$ cat src/rtl/morse_rate_calibrator_pkg.sv
// Shared definitions for the Morse rate calibrator: default widths,
// calibration state encoding and threshold multipliers.
package morse_rate_calibrator_pkg;

    localparam int CNT_W_DEF     = 16;
    localparam int MIN_DIT_DEF   = 4;
    localparam int CAL_MARKS_DEF = 8;

    // A dah is at least DAH_MULT dits; a word gap is at least WORD_MULT dits.
    // The top computes these as shift-and-add of dit_len.
    localparam int DAH_MULT  = 2;
    localparam int WORD_MULT = 5;

    typedef enum logic [1:0] {
        IDLE    = 2'd0,
        MEASURE = 2'd1,
        LOCKED  = 2'd2
    } cal_state_t;

endpackage

$ cat src/rtl/morse_rate_calibrator_mark.sv
// mark_timer: saturating run-length counter for marks (signal == 1) with a
// glitch filter. mark_done pulses combinationally on the edge that samples
// the first 0 after a mark of at least MIN_DIT cycles; mark_len is valid
// while mark_done is high. flush abandons the mark in progress and ignores
// its remaining 1 cycles until a 0 is sampled.
module mark_timer #(
    parameter int CNT_W   = 16,
    parameter int MIN_DIT = 4
) (
    input  logic             clk,
    input  logic             reset,
    input  logic             signal,
    input  logic             flush,
    output logic             mark_start,
    output logic             mark_done,
    output logic [CNT_W-1:0] mark_len
);

    localparam logic [CNT_W-1:0] CNT_MAX = '1;
    localparam logic [CNT_W-1:0] MIN_LEN = CNT_W'(MIN_DIT);

    logic [CNT_W-1:0] cnt_reg;
    logic             blocked_reg;

    // Count consecutive mark cycles, saturating; flush clears the count and
    // blocks counting for the rest of an abandoned mark.
    always_ff @(posedge clk) begin
        if (reset) begin
            cnt_reg     <= '0;
            blocked_reg <= 1'b0;
        end else if (flush) begin
            cnt_reg     <= '0;
            blocked_reg <= signal;
        end else if (blocked_reg) begin
            cnt_reg <= '0;
            if (!signal) begin
                blocked_reg <= 1'b0;
            end
        end else if (signal) begin
            if (cnt_reg != CNT_MAX) begin
                cnt_reg <= cnt_reg + 1'b1;
            end
        end else begin
            cnt_reg <= '0;
        end
    end

    // First counted cycle of a new mark.
    assign mark_start = signal & ~blocked_reg & ~flush & (cnt_reg == '0);
    // Mark ends on the first sampled 0; short runs are glitches.
    assign mark_done  = ~signal & ~flush & (cnt_reg >= MIN_LEN);
    assign mark_len   = cnt_reg;

endmodule

$ cat src/rtl/morse_rate_calibrator.sv
// Morse rate calibrator: learns the dit length from live traffic, publishes
// dit/dah/word thresholds and tracks slow speed drift once locked.
module morse_rate_calibrator
    import morse_rate_calibrator_pkg::*;
#(
    parameter int CNT_W     = CNT_W_DEF,
    parameter int MIN_DIT   = MIN_DIT_DEF,
    parameter int CAL_MARKS = CAL_MARKS_DEF
) (
    input  logic             clk,
    input  logic             reset,
    input  logic             signal,
    input  logic             recal,
    output logic [CNT_W-1:0] dit_len,
    output logic [CNT_W:0]   dah_thresh,
    output logic [CNT_W+2:0] word_thresh,
    output logic             cal_valid,
    output logic             busy
);

    localparam int VW = $clog2(2 * CAL_MARKS + 1);
    localparam logic [VW-1:0]    CAL_LO  = VW'(CAL_MARKS);
    localparam logic [VW-1:0]    CAL_HI  = VW'(2 * CAL_MARKS);
    localparam logic [CNT_W-1:0] MIN_LEN = CNT_W'(MIN_DIT);

    cal_state_t       state_reg, state_next;
    logic [CNT_W-1:0] dit_len_reg, dit_len_next;
    logic [CNT_W-1:0] min_reg, min_next;
    logic [CNT_W-1:0] max_reg, max_next;
    logic [VW-1:0]    valid_cnt_reg, valid_cnt_next;

    logic             mark_start;
    logic             mark_done;
    logic [CNT_W-1:0] mark_len;

    mark_timer #(
        .CNT_W   (CNT_W),
        .MIN_DIT (MIN_DIT)
    ) u_mark_timer (
        .clk        (clk),
        .reset      (reset),
        .signal     (signal),
        .flush      (recal),
        .mark_start (mark_start),
        .mark_done  (mark_done),
        .mark_len   (mark_len)
    );

    // Candidate statistics if the current mark is accepted during MEASURE.
    logic             first_mark;
    logic [CNT_W-1:0] min_cand, max_cand;
    logic [VW-1:0]    cnt_inc;
    logic             ratio_ok;

    assign first_mark = (valid_cnt_reg == '0);
    assign min_cand   = (first_mark || mark_len < min_reg) ? mark_len : min_reg;
    assign max_cand   = (first_mark || mark_len > max_reg) ? mark_len : max_reg;
    assign cnt_inc    = valid_cnt_reg + 1'b1;
    assign ratio_ok   = ({1'b0, max_cand} >= {min_cand, 1'b0});

    // Locked-state drift tracking: a 3:1 weighted average toward each dit.
    logic [CNT_W+1:0] adapt_sum;
    logic [CNT_W-1:0] adapt_q;
    logic [CNT_W-1:0] adapt_clamped;
    logic             is_dit;

    assign adapt_sum     = {1'b0, dit_len_reg, 1'b0} + {2'b00, dit_len_reg} + {2'b00, mark_len};
    assign adapt_q       = adapt_sum[CNT_W+1:2];
    assign adapt_clamped = (adapt_q < MIN_LEN) ? MIN_LEN : adapt_q;
    assign is_dit        = ({1'b0, mark_len} < dah_thresh);

    // Calibration state and statistics registers.
    always_ff @(posedge clk) begin
        if (reset) begin
            state_reg     <= IDLE;
            dit_len_reg   <= '0;
            min_reg       <= '0;
            max_reg       <= '0;
            valid_cnt_reg <= '0;
        end else begin
            state_reg     <= state_next;
            dit_len_reg   <= dit_len_next;
            min_reg       <= min_next;
            max_reg       <= max_next;
            valid_cnt_reg <= valid_cnt_next;
        end
    end

    // Next-state logic: collect marks, lock on a clear dit/dah ratio or after
    // enough single-length traffic, then adapt; recal overrides everything.
    always_comb begin
        state_next     = state_reg;
        dit_len_next   = dit_len_reg;
        min_next       = min_reg;
        max_next       = max_reg;
        valid_cnt_next = valid_cnt_reg;

        case (state_reg)
            IDLE: begin
                if (mark_start) begin
                    state_next = MEASURE;
                end
            end
            MEASURE: begin
                if (mark_done) begin
                    min_next       = min_cand;
                    max_next       = max_cand;
                    valid_cnt_next = cnt_inc;
                    if ((cnt_inc >= CAL_LO && ratio_ok) || cnt_inc >= CAL_HI) begin
                        dit_len_next = min_cand;
                        state_next   = LOCKED;
                    end
                end
            end
            LOCKED: begin
                if (mark_done && is_dit) begin
                    dit_len_next = adapt_clamped;
                end
            end
            default: begin
                state_next = IDLE;
            end
        endcase

        if (recal) begin
            state_next     = IDLE;
            dit_len_next   = '0;
            min_next       = '0;
            max_next       = '0;
            valid_cnt_next = '0;
        end
    end

    assign dit_len     = dit_len_reg;
    assign dah_thresh  = {dit_len_reg, 1'b0};
    assign word_thresh = {1'b0, dit_len_reg, 2'b00} + {3'b000, dit_len_reg};
    assign cal_valid   = (state_reg == LOCKED);
    assign busy        = (state_reg == MEASURE);

endmodule

$ cat config.mk
export PLATFORM = sky130hd
export DESIGN_NAME = morse_rate_calibrator
export DESIGN_NICKNAME = d
export VERILOG_FILES = /design/src/rtl/morse_rate_calibrator_pkg.sv /design/src/rtl/morse_rate_calibrator_mark.sv /design/src/rtl/morse_rate_calibrator.sv
export SDC_FILE = /design/constraint.sdc
export NUM_CORES = 1
export LEC_CHECK = 0
export ABC_CLOCK_PERIOD_IN_PS = 5100
export BUFFER_PORTS_ARGS = -buffer_cell sky130_fd_sc_hd__buf_4
export CORE_MARGIN = 2
export CORE_UTILIZATION = 61
export CTS_CLUSTER_SIZE = 40
export DETAILED_ROUTE_END_ITERATION = 10
export PLACE_DENSITY = 0.81
export SYNTH_ARGS = -nofsm -noshare
export SYNTH_HDL_FRONTEND = slang
export SYNTH_SLANG_ARGS = --single-unit
export TNS_END_PERCENT = 100
$ cat constraint.sdc
create_clock -name clk -period 5.1 [get_ports clk]
set_input_delay 0.765 -clock clk [delete_from_list [all_inputs] [get_ports clk]]
set_output_delay 0.765 -clock clk [all_outputs]
set_load 0.005 [all_outputs]
# Word level (Yosys, flattened, before mapping)
# Index checks and enable logic that the tools add are counted.
# classes
n_addsub	5
magnitude_cmp	8
n_eq_ne	7
mux	14
bitwise	9
reduce_logical	14
# op_table
cell	count
16-bit two-way mux	6
16-bit case mux with 2 select lines	1
18-bit by 16-bit adder with 19-bit output	1
17-bit by 16-bit adder with 18-bit output	1
18-bit by 16-bit adder with 18-bit output	1
16-bit by 17-bit >= comparator with 1-bit output	1
16-bit by 17-bit < comparator with 1-bit output	1
16-bit by 1-bit adder with 16-bit output (second input constant)	1
16-bit by 3-bit >= comparator with 1-bit output (second input constant)	1
16-bit > comparator	1
16-bit zero test	1
16-bit < comparator	1
16-bit by 3-bit < comparator with 1-bit output (second input constant)	1
16-bit inequality test (second input constant)	1
4-bit AND reduction	2
2-bit two-way mux	3
2-bit by 1-bit inequality test with 1-bit output (second input constant)	3
2-bit case mux with 3 select lines	1
5-bit by 1-bit adder with 5-bit output (second input constant)	1
1-bit AND	5
5-bit by 4-bit >= comparator with 1-bit output (second input constant)	1
5-bit >= comparator (second input constant)	1
5-bit zero test	1
1-bit inverter	4
other kinds (11)	16
# word_totals
register_bits	72
in_bits	4
out_inout_bits	54
wordCells	64

# Depth between registers and ports, before layout
# Gate-level depths: netlist of run 1.
# depth
ltp_word	9
ltp_mapped	21

# Cells and area by module
# A second synthesis of run 1 with hierarchy kept.
# unflattened
cells_unflattened	819
area_unflattened_um2	6846.6
# by_module_without_submodules
module	instances	cells_each	area_per_inst_um2	seq_area_each_um2
morse_rate_calibrator	1	715	5947.0	1101.1
mark_timer	1	104	899.6	340.3

# Worst setup path before layout of run 1
# No wires, ideal clock.
# synth_timing
path_kind	register to register
start	register u_mark_timer.cnt_reg[11], in the netlist u_mark_timer.mark_len[11]
end	register dit_len_reg[12], in the netlist dit_len[12]
arrival_time_ps	4309
slack_ps	669
path_stages_with_launch	19
n_path_buf	2
period_less_slack_ps	4431
path_cell_list	dfxtp_1 ha_1 a21oi_1 o21a_1 a2bb2oi_1 a31oi_1 nor2_1 clkbuf_1 mux2_2 ha_1 nand4_1 nor2_1 nand2_1 a311oi_1 a211oi_1 o41ai_2 a22oi_2 buf_6 o311a_1
# synth_via
elab_chain_len	8
elab_cells_between_ends	24
classes_between	add/sub (1); order compare (6); eq/ne (3); mux (7); bitwise (1); reduce/logical (6)
# synth_lines
item	line	source
start: declaration	morse_rate_calibrator_mark.sv:22	logic [CNT_W-1:0] cnt_reg;
start signal: assignment	morse_rate_calibrator_mark.sv:41	cnt_reg <= cnt_reg + 1'b1;
16-bit > comparator	morse_rate_calibrator.sv:57	assign max_cand = (first_mark || mark_len > max_reg) ? mark_len : max_reg;
1-bit logical OR	morse_rate_calibrator.sv:57	
16-bit two-way mux	morse_rate_calibrator.sv:57	
named net max_cand[4]	morse_rate_calibrator.sv:51	logic [CNT_W-1:0] min_cand, max_cand;
16-bit by 17-bit >= comparator with 1-bit output	morse_rate_calibrator.sv:59	assign ratio_ok = ({1'b0, max_cand} >= {min_cand, 1'b0});
1-bit logical AND	morse_rate_calibrator.sv:109	if ((cnt_inc >= CAL_LO && ratio_ok) || cnt_inc >= CAL_HI) begin
1-bit logical OR	morse_rate_calibrator.sv:109	
2-bit by 1-bit inequality test with 1-bit output (no source line)	--	
4-bit AND reduction (no source line)	--	
end signal: assignment	morse_rate_calibrator.sv:82	dit_len_reg <= dit_len_next;
end: declaration	morse_rate_calibrator.sv:27	logic [CNT_W-1:0] dit_len_reg, dit_len_next;
# The timed path passes the listed nets, and every way through them passes these cells. The select of a mux whose other input is x is not followed.
# A chain may end at the register's enable or synchronous reset.

# Worst setup path after layout of run 1
# layout_timing
start	register max_reg[13]
end	register dit_len_reg[9], in the netlist dit_len[9]
# layout_via
elab_chain_len	8
# layout_lines
item	line	source
start: declaration	morse_rate_calibrator.sv:29	logic [CNT_W-1:0] max_reg, max_next;
start signal: assignment	morse_rate_calibrator.sv:84	max_reg <= max_next;
16-bit > comparator	morse_rate_calibrator.sv:57	
1-bit logical OR	morse_rate_calibrator.sv:57	
16-bit two-way mux	morse_rate_calibrator.sv:57	
named net max_cand[4]	morse_rate_calibrator.sv:51	
16-bit by 17-bit >= comparator with 1-bit output	morse_rate_calibrator.sv:59	
1-bit logical AND	morse_rate_calibrator.sv:109	
1-bit logical OR	morse_rate_calibrator.sv:109	
2-bit by 1-bit inequality test with 1-bit output (no source line)	--	
4-bit AND reduction (no source line)	--	
# The timed path passes the listed nets, and every way through them passes these cells.

==> flow_summary.toml, run 1 <==
[status]
outcome = "completed"

[clocking]
ctsHoldBuffers = 0
clock_path_buffers = 2
clkSinkCount = 72
cts_tree = "built"
cts_buffers = 9
cts-root-buf = "clkbuf_8"
clock_latency_ps = 370
clk_pin_slew_ps = 80
h-tree-depth = 3

[routing]
dr.pass1.iters = 5
remaining_drc_errors = 0
top_layer_used = "met4"
vias_per_cell = 6.16
totalWireLength_mm = 16.9
met1_length_mm = 7.29
drt_iter0_markers = 479
route.met3.wl_um = 864
ant_nets = 0
vias = 6064
wl_per_cell_um = 17.2
dr_wl_met2_mm = 8.23

[synthesis]
syn_area_per_cell_um2 = 8.32
syn_inst = 798
ys.flop_type = "dfxtp_1"
ys_ff_latch = 72
synth.area.top_cells = "dfxtp_1 (22%), ha_1 (18%), a211oi_1 (5.7%), fa_1 (5.1%), nor2_1 (4.4%)"
yosysSeqAreaShare_pct = 21.7
synth_top_area_cell = "dfxtp_1"
yosysTopAreaCellShare_pct = 21.7
async_flop_share_pct = 0
synth_edf_count = 0
synth_area_mm2 = 0.00664
synth.yosys.warnings = 0
synth_cell_types = 61
synth_fp_nets = 913

[layout]
n_fill_cell = 891
nets = 956
post-route-cell-area_mm2 = 0.00743
final_cell_mix = "ha_1 (94), nor2_1 (76), buf_4 (76), dfxtp_1 (72), inv_1 (62)"
antennaDiodeCount = 0
final_common_cell = "ha_1"
area_growth_pct = 11.9
final_layout_size_suffix_gt1_share_pct = 13.7

[power_and_ir_drop]
ir_drop_mv = 0.150
power_density_mw_per_mm2 = 160
total_power_uw = 1190
leakagePower_uw = 0.00327

[setup_path]
required_ps = 5300
cp.arrival_ps = 4940
start_kind = "flip-flop"
cp_max_fo = 31
crit_start = "max_reg[13]$_SDFFE_PP0P_"
path_class = "reg -> reg"
reg2reg_from = "max_reg[13]$_SDFFE_PP0P_"
rrSetupSlack_ps = 350
cp-end-kind = "flip-flop"

[die]
fp.dieH_um = 108
initial_core_util_pct = 61.8
dieArea_mm2 = 0.0117
coreArea_mm2 = 0.0107
row_count = 38
io-pin-count = 58
die_w_um = 108

[place]
port_buffers = 56
dpl.hpwl_mm = 13.1
gp_congestion = 0.954
placed_area_mm2 = 0.00714

[grt]
grt.total_usage_pct = 29.6
grt_pass1_vias = 5900
grt_max_degree = 55
grt-ovfl-total = 0
antenna_found_initial = 0
grt_pass1_wl_mm = 27.5

[timing]
max-slew-margin-rel_pct = 22.6
finalSetupViolations = 0
period_needed_ps = 4750
hold_violations = 0
fin_worst_skew_ps = 12.9
grt_setup_unrepaired = "no"
fmax_mhz = 211
fin_tns_setup_ps = 0
maxSlewViolCount = 0
period_share_pct = 93.1
worst_pin_slew_ps = 1160

[job]
cap_violations = 0

[worst_hold_path]
hold_path_class = "reg -> reg"
hold_path.startpoint = "state_reg[1]$_SDFFE_PP0P_"
[timing repair]
item                       CTS  global route
setup endpoints to repair   11            16
resized for setup            1             3
pin swaps                    0             1
setup buffers                0             1
[worst paths after layout]
check / to / cells after the start
max: dit_len[9]$_SDFFE_PP0P_ / 19
min: state_reg[0]$_SDFFE_PP0P_ / 1
max reg2reg: dit_len[9]$_SDFFE_PP0P_ / 19
min reg2reg: state_reg[0]$_SDFFE_PP0P_ / 1
[cell families (layout without fill, tap and decap cells)]
group	count (synthesis)	count (layout)	share of synthesized area, %
muxes	33	33	5.20
buffers and inverters	107	154	7.33
xor gates and xnor gates	41	41	5.41
AOI/OAI and AO/OA	196	196	20.1
other	1	1	0.0565
adders and majority gates	111	111	22.8
DFF	72	72	21.7
and+or+nand+nor	237	237	17.4
[synthesized netlist by cell type (10+ instances only)]
library cell   n
ha_1          94
nor2_1        77
dfxtp_1       72
inv_1         62
a21oi_1       54
a211oi_1      50
nand2_1       50
a21o_1        23
xnor2_1       23
o21ai_0       22
mux2i_1       21
nor3_1        21
buf_4         20
clkbuf_1      20
nand2b_1      19
nand4_1       19
xor2_1        18
fa_1          17
mux2_2        12
nand3_1       10
[metal layers]
layer / up-vias / track usage, %
li1: 2942 / -
met1: 2883 / 37.3
met2: 193 / 51.0
met3: 46 / 2.83
met4: 0 / 13.6
met5: - / 0
[final cells by class]
class	count	area (um^2)	share of cell area, %
flip-flops and latches	72	1440	19.4
clock inverters	6	133	1.78
repair buffers	77	591	7.94
inverters	62	233	3.13
clock buffers	9	124	1.67
well taps	140	175	2.36
multi-input cells	619	4740	63.7
[critical path, cell delays in order, from the launching register on]
cell and delay, ps:
dfxtp_1 380, inv_1 60, ha_1 300, nand4_1 180, nor4_1 500, a31oi_1 160, nor2_4 260, buf_4 240
mux2_2 360, ha_1 290, nand4_1 120, nor2_1 120, nand2_1 60, a311oi_1 200, a211oi_1 120, o41ai_2 530
a22oi_2 90, buf_4 270, a211oi_1 250, a211oi_1 80
[power by group]
group	internal, uW	leakage [uW]	switching [uW]
Sequential	563	0.000580	0.813
Clock	371	0.000125	227
Combinational	7.71	0.00256	18.3
[stage by stage]
stage,hold WS (ps),instances,utilization (%),setup slack [ps]
final,469,985,69.2,354
after global routing,480,985,69.2,68.2
after CTS,466,984,68.9,122
after detailed placement,458,969,66.4,-13.2
after global placement,443,969,66.4,166
after floorplan,422,798,-,669
Power figures use the tool's default switching activity.
==> run 2: changes to the inputs <==
Settings changed: CORE_ASPECT_RATIO set to 0.7, HOLD_SLACK_MARGIN set to 0.15.
==> run 2 against run 1 <==
  * Routed wire length up 3.1%
  * Flip-flop and latch count unchanged
  * First-iteration DRC count up 16%
  * Worst setup slack worse by 68 ps
  * Worst hold slack worse by 8.8 ps
  * Clock power up 0.7%
  * Combinational power up 5%
==> flow_summary.toml, run 2 (synthesis gave the netlist of run 1 again) <==
[setup_path]
start_kind = "flip-flop"
cp_max_fo = 31
cp_cell_sequence = "buf_4, ha_1, a21o_1, a211o_1, o221ai_1, a21oi_4, buf_12, mux2i_1, ha_1, a21oi_1, nor2b_1, o21ai_0, a31oi_1, a211oi_1, o41ai_2, a22oi_2, buf_4, mux2i_1, a21oi_1"
reg2regPathDepth = 19
cp.arrival_ps = 4990
cpMaxStageDelayCell = "o221ai_1"
cp-end-kind = "flip-flop"
max_stage_delay_ps = 480
path_class = "reg -> reg"
required_ps = 5270
rrSetupSlack_ps = 290
crit_start = "u_mark_timer.mark_len[13]$_SDFFE_PP0P_"
reg2reg_from = "u_mark_timer.mark_len[13]$_SDFFE_PP0P_"
rr_endpoint = "dit_len[1]$_SDFFE_PP0P_"

[timing]
fin_worst_skew_ps = 8.05
fmax_mhz = 208
grt_setup_unrepaired = "no"
period_share_pct = 94.4
worst_pin_slew_ps = 1120
setup_ws_ps = 286
maxSlewViolCount = 0
finalSetupViolations = 0
fin_hold_ws_ps = 461
period_needed_ps = 4810
max-slew-margin-rel_pct = 25.6
hold_violations = 0
fin_tns_setup_ps = 0

[power_and_ir_drop]
ir_drop_mv = 0.150
power_density_mw_per_mm2 = 159
leakagePower_uw = 0.00331

[place]
gp_congestion = 0.919
port_buffers = 56
placed_area_mm2 = 0.00716
dpl.hpwl_mm = 13.3
preCtsSetupSlack_ps = 5.93

[die]
initial_core_util_pct = 63.4
row_count = 31
coreArea_mm2 = 0.0105
io-pin-count = 58
dieArea_mm2 = 0.0117
die_w_um = 129
fp.dieH_um = 91.3

[layout]
antennaDiodeCount = 0
final_util_pct = 71.5
area_growth_pct = 12.8
final_cell_mix = "ha_1 (94), buf_4 (81), nor2_1 (76), dfxtp_1 (72), inv_1 (62)"
final_common_cell = "ha_1"
nets = 961
post-route-cell-area_mm2 = 0.00749
final_layout_size_suffix_gt1_share_pct = 14.2

[clocking]
clock_latency_ps = 340
clock_path_buffers = 2
ctsHoldBuffers = 0
h-tree-depth = 3
clkSinkCount = 72
clk_pin_slew_ps = 60
cts-root-buf = "clkbuf_16"
cts_buffers = 9
cts_tree = "built"

[routing]
dr.pass1.iters = 5
vias_per_cell = 6.21
ant_nets = 0
vias = 6106
drt_iter0_markers = 558
totalWireLength_mm = 17.4
remaining_drc_errors = 0
wl_per_cell_um = 17.7

[grt]
grt.total_usage_pct = 29.6
grt_pass1_vias = 5529
grt_pass1_wl_mm = 27.7
grt-ovfl-total = 0
grt_max_degree = 55
antenna_found_initial = 0

[worst_hold_path]
hold_path_class = "reg -> reg"
hold_path.startpoint = "state_reg[1]$_SDFFE_PP0P_"
hold_path_end = "state_reg[0]$_SDFFE_PP0P_"
hold_depth = 1

[job]
cap_violations = 0

[status]
outcome = "completed"
-- run 2: cell types whose count changed in the layout (fill, tap and decap cells not counted), moves of 2 or more --
cell	delta
bufinv_16	-4
clkinv_2	+2
buf_4	+5
clkbuf_16	+9
clkbuf_8	-6
-- run 2: worst max path at each step --
stage	to
final	dit_len[1]$_SDFFE_PP0P_
after detailed placement	dit_len[4]$_SDFFE_PP0P_
after CTS	dit_len[4]$_SDFFE_PP0P_
after global placement	dit_len[15]$_SDFFE_PP0P_
after global routing	dit_len[10]$_SDFFE_PP0P_
after floorplan	dit_len[12]$_SDFFE_PP0P_
-- run 2: through the flow --
| step | total power (uW) | cells |
|---|---|---|
| 2_1_floorplan | 593 | 798 |
| 3_3_place_gp | 602 | 966 |
| 3_5_place_dp | 602 | 966 |
| 4_1_cts | 1200 | 982 |
| 5_1_grt | 1230 | 983 |
| 6_report | 1190 | 983 |
-- run 2: area by class of cell --
class	count	area, um^2
Multi-Input combinational cell	619	4740
Fill cell	781	2980
Sequential cell	72	1440
Timing Repair Buffer	82	628
Clock buffer	13	270
Inverter	62	233
Tap cell	132	165
Clock inverter	3	15.0
-- run 2: layer usage --
layer | part of all wire, % | track usage (%) | vias up
li1 | - | - | 2952
met1 | 49 | 43.5 | 2887
met2 | 43 | 43.5 | 235
met3 | 7.0 | 6.72 | 32
met4 | 1.5 | 7.88 | 0
met5 | 0 | 0 | -
-- run 2: critical path: cells and delay by family (launching register included) --
family                     cells  cell delay (ps)
AOI/OAI and AO/OA             11             2300
buffers and inverters          3              720
muxes                          2              610
adders and majority gates      2              600
DFF                            1              340
and+or+nand+nor                1               60
-- run 2: power by group --
| group | switching, uW | internal [uW] |
|---|---|---|
| clock network | 235 | 366 |
| registers | 0.841 | 564 |
| logic | 18.6 | 8.59 |
-- run 2: timing repair --
action                                  in CTS  in global routing
pin swaps                                    0                  2
resized for setup                            1                  3
hold endpoints to repair                     0                  0
buffers inserted                             0                  1
endpoints found under the setup margin      11                 16
